[config.mk]
export PLATFORM = sky130hd
export DESIGN_NAME = regfile_sb_flat
export DESIGN_NICKNAME = d
export VERILOG_FILES = /design/src/rtl/regfile_pkg.sv /design/src/rtl/regfile_sb_if.sv /design/src/rtl/regfile_clear_seq.sv /design/src/rtl/regfile_sb.sv /design/src/flat_wrapper.sv
export SDC_FILE = /design/constraint.sdc
export NUM_CORES = 2
export LEC_CHECK = 0
export ABC_AREA = 1
export BUFFER_PORTS_ARGS = -buffer_cell sky130_fd_sc_hd__buf_2
export CORE_ASPECT_RATIO = 1.25
export CORE_MARGIN = 4
export CORE_UTILIZATION = 45
export CTS_BUF_LIST = sky130_fd_sc_hd__clkbuf_8 sky130_fd_sc_hd__clkbuf_16
export DETAILED_ROUTE_END_ITERATION = 10
export MAX_ROUTING_LAYER = met4
export PLACE_DENSITY = 0.58
export REMOVE_ABC_BUFFERS = 1
export SLEW_MARGIN = 20
export SYNTH_ARGS = -nofsm -noshare
export SYNTH_HDL_FRONTEND = slang
export SYNTH_HIERARCHICAL = 1
export SYNTH_SLANG_ARGS = --single-unit
[constraint.sdc]
create_clock -name clock -period 3.8 [get_ports clock]
set_clock_uncertainty 0.2 [all_clocks]
set_input_delay 0.76 -clock clock [delete_from_list [all_inputs] [get_ports clock]]
set_output_delay 0.76 -clock clock [all_outputs]
set_load 0.03 [all_outputs]
[src/rtl/regfile_pkg.sv]
// rtl/regfile_pkg.sv - shared types and constants for the scoreboarded register file
package regfile_pkg;

   localparam int DEF_WIDTH = 32;
   localparam int DEF_DEPTH = 32;
   localparam int ZERO_IDX  = 0;

   typedef enum logic [1:0] {
      IDLE     = 2'd0,
      CLEARING = 2'd1,
      DONE     = 2'd2
   } seq_state_t;

endpackage

[src/rtl/regfile_sb_if.sv]
// rtl/regfile_sb_if.sv - decode/writeback bus of the scoreboarded register file
interface regfile_sb_if #(
   parameter int WIDTH = 32,
   parameter int DEPTH = 32
);
   localparam int ADDR_W = $clog2(DEPTH);

   logic              ctrl_writeEnable;
   logic [ADDR_W-1:0] ctrl_writeReg;
   logic [WIDTH-1:0]  data_writeReg;
   logic [ADDR_W-1:0] ctrl_readRegA;
   logic [ADDR_W-1:0] ctrl_readRegB;
   logic [WIDTH-1:0]  data_readRegA;
   logic [WIDTH-1:0]  data_readRegB;
   logic              ctrl_markBusy;
   logic [ADDR_W-1:0] ctrl_busyReg;
   logic              busy_A;
   logic              busy_B;
   logic              ctrl_clear;
   logic              clear_active;
   logic              clear_done;

   modport master (
      output ctrl_writeEnable, ctrl_writeReg, data_writeReg,
      output ctrl_readRegA, ctrl_readRegB, ctrl_markBusy, ctrl_busyReg, ctrl_clear,
      input  data_readRegA, data_readRegB, busy_A, busy_B, clear_active, clear_done
   );

   modport slave (
      input  ctrl_writeEnable, ctrl_writeReg, data_writeReg,
      input  ctrl_readRegA, ctrl_readRegB, ctrl_markBusy, ctrl_busyReg, ctrl_clear,
      output data_readRegA, data_readRegB, busy_A, busy_B, clear_active, clear_done
   );
endinterface

[src/rtl/regfile_clear_seq.sv]
// rtl/regfile_clear_seq.sv - walks every register index once to perform a soft clear
module regfile_clear_seq
   import regfile_pkg::*;
#(
   parameter int DEPTH  = DEF_DEPTH,
   parameter int ADDR_W = $clog2(DEPTH)
) (
   input  logic              clock,
   input  logic              ctrl_reset,
   input  logic              clear_req,
   output logic              clear_active,
   output logic              clear_done,
   output logic [ADDR_W-1:0] clr_idx,
   output logic              clr_en
);

   seq_state_t state;

   always_ff @(posedge clock or negedge ctrl_reset) begin
      if (!ctrl_reset) begin
         state        <= IDLE;
         clr_idx      <= '0;
         clear_active <= 1'b0;
         clear_done   <= 1'b0;
      end else begin
         case (state)
            IDLE: begin
               if (clear_req) begin
                  state        <= CLEARING;
                  clr_idx      <= '0;
                  clear_active <= 1'b1;
               end
            end
            CLEARING: begin
               // terminal compare rather than wrap detection keeps non-full index spaces safe
               if (clr_idx == ADDR_W'(DEPTH - 1)) begin
                  state        <= DONE;
                  clear_active <= 1'b0;
                  clear_done   <= 1'b1;
               end else begin
                  clr_idx <= clr_idx + 1'b1;
               end
            end
            DONE: begin
               state      <= IDLE;
               clear_done <= 1'b0;
            end
            default: begin
               state        <= IDLE;
               clear_active <= 1'b0;
               clear_done   <= 1'b0;
            end
         endcase
      end
   end

   assign clr_en = (state == CLEARING);

endmodule

[src/rtl/regfile_sb.sv]
// rtl/regfile_sb.sv - 2R1W register file with write bypass, busy scoreboard and soft clear
module regfile_sb
   import regfile_pkg::*;
#(
   parameter int WIDTH    = DEF_WIDTH,
   parameter int DEPTH    = DEF_DEPTH,
   parameter int ZERO_REG = 1
) (
   input logic        clock,
   input logic        ctrl_reset,
   regfile_sb_if.slave bus
);
   localparam int ADDR_W = $clog2(DEPTH);

   logic [WIDTH-1:0]  regs [DEPTH];
   logic [DEPTH-1:0]  busy;
   logic              clear_active;
   logic              clr_en;
   logic [ADDR_W-1:0] clr_idx;
   logic              wr_ok;
   logic              mk_ok;

   function automatic logic writable(input logic [ADDR_W-1:0] idx);
      return !((ZERO_REG != 0) && (idx == ADDR_W'(ZERO_IDX)));
   endfunction

   regfile_clear_seq #(.DEPTH(DEPTH), .ADDR_W(ADDR_W)) u_clear_seq (
      .clock        (clock),
      .ctrl_reset   (ctrl_reset),
      .clear_req    (bus.ctrl_clear),
      .clear_active (clear_active),
      .clear_done   (bus.clear_done),
      .clr_idx      (clr_idx),
      .clr_en       (clr_en)
   );

   assign bus.clear_active = clear_active;
   assign wr_ok = bus.ctrl_writeEnable && !clear_active && writable(bus.ctrl_writeReg);
   assign mk_ok = bus.ctrl_markBusy && !clear_active && writable(bus.ctrl_busyReg);

   always_ff @(posedge clock or negedge ctrl_reset) begin
      if (!ctrl_reset) begin
         for (int i = 0; i < DEPTH; i++) regs[i] <= '0;
         busy <= '0;
      end else if (clr_en) begin
         regs[clr_idx] <= '0;
         busy[clr_idx] <= 1'b0;
      end else begin
         if (wr_ok) begin
            regs[bus.ctrl_writeReg] <= bus.data_writeReg;
            busy[bus.ctrl_writeReg] <= 1'b0;
         end
         // a mark issued alongside a write belongs to a newer producer, so it wins
         if (mk_ok) busy[bus.ctrl_busyReg] <= 1'b1;
      end
   end

   always_comb begin
      bus.data_readRegA = regs[bus.ctrl_readRegA];
      if (wr_ok && bus.ctrl_writeReg == bus.ctrl_readRegA) bus.data_readRegA = bus.data_writeReg;
      if (!writable(bus.ctrl_readRegA)) bus.data_readRegA = '0;

      bus.data_readRegB = regs[bus.ctrl_readRegB];
      if (wr_ok && bus.ctrl_writeReg == bus.ctrl_readRegB) bus.data_readRegB = bus.data_writeReg;
      if (!writable(bus.ctrl_readRegB)) bus.data_readRegB = '0;
   end

   always_comb begin
      bus.busy_A = busy[bus.ctrl_readRegA] && writable(bus.ctrl_readRegA);
      if (wr_ok && bus.ctrl_writeReg == bus.ctrl_readRegA &&
          !(mk_ok && bus.ctrl_busyReg == bus.ctrl_readRegA)) bus.busy_A = 1'b0;

      bus.busy_B = busy[bus.ctrl_readRegB] && writable(bus.ctrl_readRegB);
      if (wr_ok && bus.ctrl_writeReg == bus.ctrl_readRegB &&
          !(mk_ok && bus.ctrl_busyReg == bus.ctrl_readRegB)) bus.busy_B = 1'b0;
   end

endmodule

[src/flat_wrapper.sv]
// flat-port wrapper written by rule: the top's interface ports become plain ports
module regfile_sb_flat import regfile_pkg::*;
#(
   parameter int WIDTH    = DEF_WIDTH,
   parameter int DEPTH    = DEF_DEPTH,
   parameter int ZERO_REG = 1
)
  (clock, ctrl_reset, bus_ctrl_writeEnable, bus_ctrl_writeReg, bus_data_writeReg, bus_ctrl_readRegA, bus_ctrl_readRegB, bus_ctrl_markBusy, bus_ctrl_busyReg, bus_ctrl_clear, bus_data_readRegA, bus_data_readRegB, bus_busy_A, bus_busy_B, bus_clear_active, bus_clear_done);
  regfile_sb_if #(.WIDTH(WIDTH), .DEPTH(DEPTH)) bus_i ();
  input logic clock;
  input logic ctrl_reset;
  input wire logic [$bits(bus_i.ctrl_writeEnable)-1:0] bus_ctrl_writeEnable;
  input wire logic [$bits(bus_i.ctrl_writeReg)-1:0] bus_ctrl_writeReg;
  input wire logic [$bits(bus_i.data_writeReg)-1:0] bus_data_writeReg;
  input wire logic [$bits(bus_i.ctrl_readRegA)-1:0] bus_ctrl_readRegA;
  input wire logic [$bits(bus_i.ctrl_readRegB)-1:0] bus_ctrl_readRegB;
  input wire logic [$bits(bus_i.ctrl_markBusy)-1:0] bus_ctrl_markBusy;
  input wire logic [$bits(bus_i.ctrl_busyReg)-1:0] bus_ctrl_busyReg;
  input wire logic [$bits(bus_i.ctrl_clear)-1:0] bus_ctrl_clear;
  output wire logic [$bits(bus_i.data_readRegA)-1:0] bus_data_readRegA;
  output wire logic [$bits(bus_i.data_readRegB)-1:0] bus_data_readRegB;
  output wire logic [$bits(bus_i.busy_A)-1:0] bus_busy_A;
  output wire logic [$bits(bus_i.busy_B)-1:0] bus_busy_B;
  output wire logic [$bits(bus_i.clear_active)-1:0] bus_clear_active;
  output wire logic [$bits(bus_i.clear_done)-1:0] bus_clear_done;
  assign bus_i.ctrl_writeEnable = bus_ctrl_writeEnable;
  assign bus_i.ctrl_writeReg = bus_ctrl_writeReg;
  assign bus_i.data_writeReg = bus_data_writeReg;
  assign bus_i.ctrl_readRegA = bus_ctrl_readRegA;
  assign bus_i.ctrl_readRegB = bus_ctrl_readRegB;
  assign bus_i.ctrl_markBusy = bus_ctrl_markBusy;
  assign bus_i.ctrl_busyReg = bus_ctrl_busyReg;
  assign bus_i.ctrl_clear = bus_ctrl_clear;
  assign bus_data_readRegA = bus_i.data_readRegA;
  assign bus_data_readRegB = bus_i.data_readRegB;
  assign bus_busy_A = bus_i.busy_A;
  assign bus_busy_B = bus_i.busy_B;
  assign bus_clear_active = bus_i.clear_active;
  assign bus_clear_done = bus_i.clear_done;
  regfile_sb #(.WIDTH(WIDTH), .DEPTH(DEPTH), .ZERO_REG(ZERO_REG)) u_core (.clock(clock), .ctrl_reset(ctrl_reset), .bus(bus_i));
endmodule
======== Word-level counts from Yosys, hierarchy flattened ========
Index checks and enable logic that the tools add are counted.
storage, ports and cells
  flip-flop bits (word level) ............. 1,065
  logic and storage cells ................. 154
operators by class
  add/sub/neg operators ................... 1
  $lt $le $gt $ge ......................... 14
  eq/ne operators ......................... 10
  muxes and demuxes ....................... 44
  bitwise gates (word level) .............. 13
  reductions and logical operators ........ 35
operators with widths
  kind                                                                                 number
  1024-bit two-way mux                                                                 2
  1024-bit AND                                                                         1
  1024-bit bitwise mux                                                                 1
  1024-bit inverter                                                                    1
  32-bit two-way mux                                                                   14
  32-bit binary-select mux with 5-bit select                                           2
  32-bit demux with 5-bit select                                                       2
  32-bit AND                                                                           2
  32-bit inverter                                                                      2
  32-bit bitwise OR                                                                    1
  5-bit by 6-bit < comparator with 1-bit output, second input constant                 5
  6-bit greater-or-equal comparator, second input constant                             4
  5-bit inverter with 6-bit output                                                     4
  5-bit equality test                                                                  4
  5-bit logical NOT                                                                    4
  1-bit logical AND                                                                    17
  1-bit demux with 5-bit select                                                        3
  5-bit by 1-bit greater-or-equal comparator with 1-bit output, second input constant  3
  6-bit by 1-bit < comparator with 1-bit output, second input constant                 2
  1-bit binary-select mux with 5-bit select                                            2
  1-bit two-way mux                                                                    10
  5-bit two-way mux                                                                    2
  5-bit case mux with 2 select lines                                                   1
  1-bit logical NOT                                                                    7
  other kinds (14)                                                                     21

======== Depth between registers and ports, before layout ========
  depth in word-level cells ............... 11
  gate-level depth with buffers ........... 13

======== Hierarchy ========
The synthesis kept the hierarchy.
by module, submodules not included
  module             times used  cells each  area each (um^2)
  regfile_sb         1           8,995       61,544.0
  regfile_clear_seq  1           46          411.6

======== Worst setup path before layout ========
No wires, ideal clock.
  path kind ............................... input to output
  start ................................... input bus_ctrl_writeReg[2]
  end ..................................... output bus_data_readRegA[0]
  arrival ................................. 2,417 ps
  data required time ...................... 2,840 ps
  slack ................................... 423 ps
  stages .................................. 12
  path buffers ............................ 3
  path through ............................ buf_2 inv_2 nand3_2 inv_2 nand2_2 nand2_4 inv_2 nand3_1 buf_2 buf_2 o21ai_0 a21oi_1
on the way
  cells in the longest elaborated chain, start to end .. 6
  elaborated cells between the ends (all ways) .. 7
RTL lines
  element               line                text
  start, declared       flat_wrapper.sv:13  input wire logic [$bits(bus_i.ctrl_writeReg)-1:0] bus_ctrl_writeReg;
  5-bit logical NOT     regfile_sb.sv:24    return !((ZERO_REG != 0) && (idx == ADDR_W'(ZERO_IDX)));
  1-bit logical NOT     regfile_sb.sv:24
  1-bit logical AND     regfile_sb.sv:38    assign wr_ok = bus.ctrl_writeEnable && !clear_active && writable(bus.ctrl_writeReg);
  1-bit logical AND *   regfile_sb.sv:60    if (wr_ok && bus.ctrl_writeReg == bus.ctrl_readRegA) bus.data_readRegA = bus.data_writeReg;
  32-bit two-way mux *  regfile_sb.sv:60
  32-bit two-way mux *  regfile_sb.sv:61    if (!writable(bus.ctrl_readRegA)) bus.data_readRegA = '0;
  end, declared         flat_wrapper.sv:20  output wire logic [$bits(bus_i.data_readRegA)-1:0] bus_data_readRegA;
Every way passes the cells marked *; elsewhere a longest branch is shown, timed or not.

======== Worst setup path in the final report ========
  start ................................... input bus_ctrl_readRegB[1]
  end ..................................... output bus_data_readRegB[27]
on the way
  cells in the longest elaborated chain, start to end .. 6
  elaborated cells between the ends (all ways) .. 9
RTL lines
  element                                                 line                text
  start, declared                                         flat_wrapper.sv:16  input wire logic [$bits(bus_i.ctrl_readRegB)-1:0] bus_ctrl_readRegB;
  5-bit inverter with 6-bit output (implied by the code)  regfile_sb.sv:63    bus.data_readRegB = regs[bus.ctrl_readRegB];
  32-bit binary-select mux with 5-bit select              regfile_sb.sv:63
  32-bit two-way mux (implied by the code) (2 in a row)   regfile_sb.sv:63
  32-bit two-way mux                                      regfile_sb.sv:64    if (wr_ok && bus.ctrl_writeReg == bus.ctrl_readRegB) bus.data_readRegB = bus.data_writeReg;
  32-bit two-way mux *                                    regfile_sb.sv:65    if (!writable(bus.ctrl_readRegB)) bus.data_readRegB = '0;
  end, declared                                           flat_wrapper.sv:21  output wire logic [$bits(bus_i.data_readRegB)-1:0] bus_data_readRegB;
Every way passes the cells marked *; elsewhere a longest branch is shown, timed or not. The select of a mux whose other input is x is not followed.

==> out/metrics.yaml <==
antenna_found_initial: 12
netlist-cell-type-count: 35
grt_pass1_vias: 62500
synth.most_common_cell: "nand2_1"
initial_utilization_pct: 45.5
min_path_cells: 3
path_class: "in -> out"
layout.cells.non_filler: 10800
wl_met1_um: 110000
dieArea_um2: 144000
crit_chain: "buf_8, inv_8, buf_12, buf_12, nand3_1, nand3_1, nand3_1, a21oi_1, nor2_1, nor2_1, buf_2"
cts_max_level: 3
finalCriticalPeriod_ns: 3.73
met2_wirelength_um: 125000
maxSlewViolCount: 0
synth_area_leader_cell: "dfrtp_1"
power.leakage_uw: 0.0351
ys_warn_count: 6
grt_start_max_net_pins: 116
ys_ff_latch: 1065
totalWireLength_um: 291000
crit_path_end_kind: "output port"
post-place-cells: 10600
synth_edf_count: 0
worstSetupPathDepth: 11
crit_start: "bus_ctrl_readRegB[1]"
grt_pass1_wl_um: 424000
drtPass1Iterations: 7
cts_buffers: 117
seqPwrFrac_pct: 39.7
cp_common_cell: "nand3_1"
period_share_pct: 98.3
setup_viol: 0
hold_viol: 0
pre_cts_ws_ns: 0.0566
required_ns: 2.84
route.top_layer_used: "met4"
grt_use_total_pct: 40.7
ys_seq_area_share_pct: 43.0
layout.nets: 8957
irDropWorstVdd_v: 0.000380
synth_area_um2: 62000
clock_sinks: 1065
power.density_nw_per_um2: 449
syn_avg_cell_area_um2: 6.85
viasPerCell: 6.13
r2r_start: "u_core/u_clear_seq/state[1]$_DFFE_PN0P_"
clock_latency_ns: 0.77
synthArstFlopShare_pct: 100
io_buffers: 124
cts_buffer_depth: 3
drc: 0
p_int_uw: 21000
critPathMaxFanout: 37
synth.area.top_cells: "dfrtp_1 (43%), nand2_1 (17%), nand3_1 (12%)"
reg2reg_to: "u_core/regs[788]$_DFFE_PN0P_"
ant_nets: 0
fin_ws_ns: 0.0660
swShare_pct: 34.0
reg2reg_slack_ns: 0.61
crit_path_start_kind: "primary input"
slowest_stage: "inv_8"
area_growth_pct: 14.5
drtIter0Drc: 9344
hp-class: "in -> reg"
layout-drive-gt1-share_pct: 9.11
slowest_delay_ns: 0.32
grt_setup_unrepaired: "false"
max_freq_mhz: 268
synthTopCellsByCount: "nand2_1 (2,737), nand3_1 (1,459), dfrtp_1 (1,065)"
synth_flop_cell: "dfrtp_1"
wl_met3_um: 34500
die_w_um: 340
clkPwrFrac_pct: 37.0
worst_pin_slew_ns: 1.18
die_height_um: 423
path_delay_family: "buffers and inverters"
yosysTopAreaCellShare_pct: 43.0
wl_per_cell_um: 26.9
crit_end: "bus_data_readRegB[27]"
ios: 125
hpwl_um: 175000
p_sw_uw: 10800
core_um2: 136000
gp_congestion: 0.937
max_slew_margin_pct: 21.1
via_count: 66400
reg2reg_depth: 10
cap_violations: 0
synthCells: 9041
combPwrFrac_pct: 23.3
cts_tree: "done"
gr-total-overflow: 0
ctsRootBufferMaster: "clkbuf_16"
worstPathArrival_ns: 2.77
row_count: 151
status: "finished clean"
cts.clk_slew.worst_paths_ns: 0.06
cp.buffers_inverters: 5
through the flow:
stage / hold slack [ns] / power, uW / instance area [um2] / setup TNS, ns / utilization [%]
floorplan: 0.236 / 16400 / 58900 / -313.82 / -
global placement: 0.249 / 19900 / 66900 / 0 / 49.1
detailed placement: 0.253 / 20000 / 66900 / 0 / 49.1
CTS: 0.0720 / 31700 / 70900 / 0 / 52.0
global route: 0.140 / 33000 / 70900 / 0 / 52.1
finish: 0.109 / 31800 / 70900 / 0 / 52.1
worst min-delay path by stage:
stage                                       start                                     endpoint  slack [ns]
floorplan           u_core/regs[1000]$_DFFE_PN0P_                u_core/regs[1000]$_DFFE_PN0P_        0.24
global placement     u_core/regs[997]$_DFFE_PN0P_                 u_core/regs[997]$_DFFE_PN0P_        0.25
detailed placement  u_core/regs[1023]$_DFFE_PN0P_                u_core/regs[1023]$_DFFE_PN0P_        0.25
CTS                                bus_ctrl_clear  u_core/u_clear_seq/clear_active$_DFFE_PN0P_        0.07
global route                       bus_ctrl_clear  u_core/u_clear_seq/clear_active$_DFFE_PN0P_        0.14
finish                             bus_ctrl_clear  u_core/u_clear_seq/clear_active$_DFFE_PN0P_        0.11
cell type report:
type                       count  area [um2]
multi-input combinational   6164       28700
clock inverter                52         383
fill                       13400       65300
inverter                    1048        3980
tap                         1836        2300
clock buffer                 158        3540
antenna                       11        27.5
sequential                  1065       26700
timing repair buffer         502        5400
cells in the final DEF (no fill, tap or decap), types with 29 or more instances in the layout:
| master | synthesis | layout |
|---|---|---|
| dfrtp_1 | 1065 | 1065 |
| nand3_1 | 1459 | 1456 |
| clkbuf_8 | 0 | 37 |
| clkbuf_16 | 0 | 121 |
| inv_1 | 1036 | 1041 |
| nand2_2 | 4 | 34 |
| nor3_1 | 29 | 29 |
| a21oi_1 | 136 | 127 |
| o21ai_1 | 75 | 75 |
| buf_2 | 174 | 113 |
| nand2_1 | 2737 | 2707 |
| o211ai_1 | 225 | 225 |
| or2_2 | 36 | 36 |
| o22ai_1 | 326 | 326 |
| nor2_1 | 290 | 284 |
| buf_12 | 0 | 144 |
| o21ai_0 | 794 | 794 |
| buf_4 | 5 | 234 |
worst reg2reg max path, cell delays in order, from the launching register on:
cell and delay (ns):
dfrtp_1 0.39, inv_1 0.09, nand2_1 0.10, inv_1 0.33, inv_2 0.24, buf_4 0.28, nor2_1 0.36, nand2_1 0.12
nand2_2 0.53, buf_12 0.28, o22ai_1 0.10
cells by family after synthesis:
family / count (synthesis) / share of synthesized area [%]
adders and majority gates: 2 / 0.0404
buffers and inverters: 1812 / 11.4
AOI/OAI and AO/OA: 1569 / 14.3
muxes: 1 / 0.0162
xor gates and xnor gates: 14 / 0.198
DFF: 1065 / 43.0
and+or+nand+nor: 4578 / 31.1
layer usage:
layer  track usage (%)  vias to the layer above
met5                 -                        -
met4              25.1                        0
met3              9.88                     1123
met2              59.1                     4530
met1              51.2                    31800
li1                  -                    29000
registers in the layout, summed over array words and instances, names as in the netlist:
name and cells:
u_core/u_clear_seq/clear_done 1, u_core/busy 32, u_core/u_clear_seq/clear_active 1, u_core/regs 1024
u_core/u_clear_seq/state 2, u_core/u_clear_seq/clr_idx 5
power groups by stage:
stage | clock network (uW) | logic [uW] | registers, uW
after floorplan | 0 | 3720 | 12700
after global placement | 0 | 7120 | 12800
after detailed placement | 0 | 7210 | 12800
after CTS | 11900 | 7230 | 12600
after global routing | 12400 | 7930 | 12700
final | 11800 | 7420 | 12600
repair_timing:
action / CTS / global route
hold buffers: 1 / 0
gates resized for setup: 0 / 6
buffers inserted: 0 / 1
setup endpoints to repair: 0 / 3
endpoints found under the hold margin: 18 / 0
Note: power is estimated with default switching activity, not from simulation.
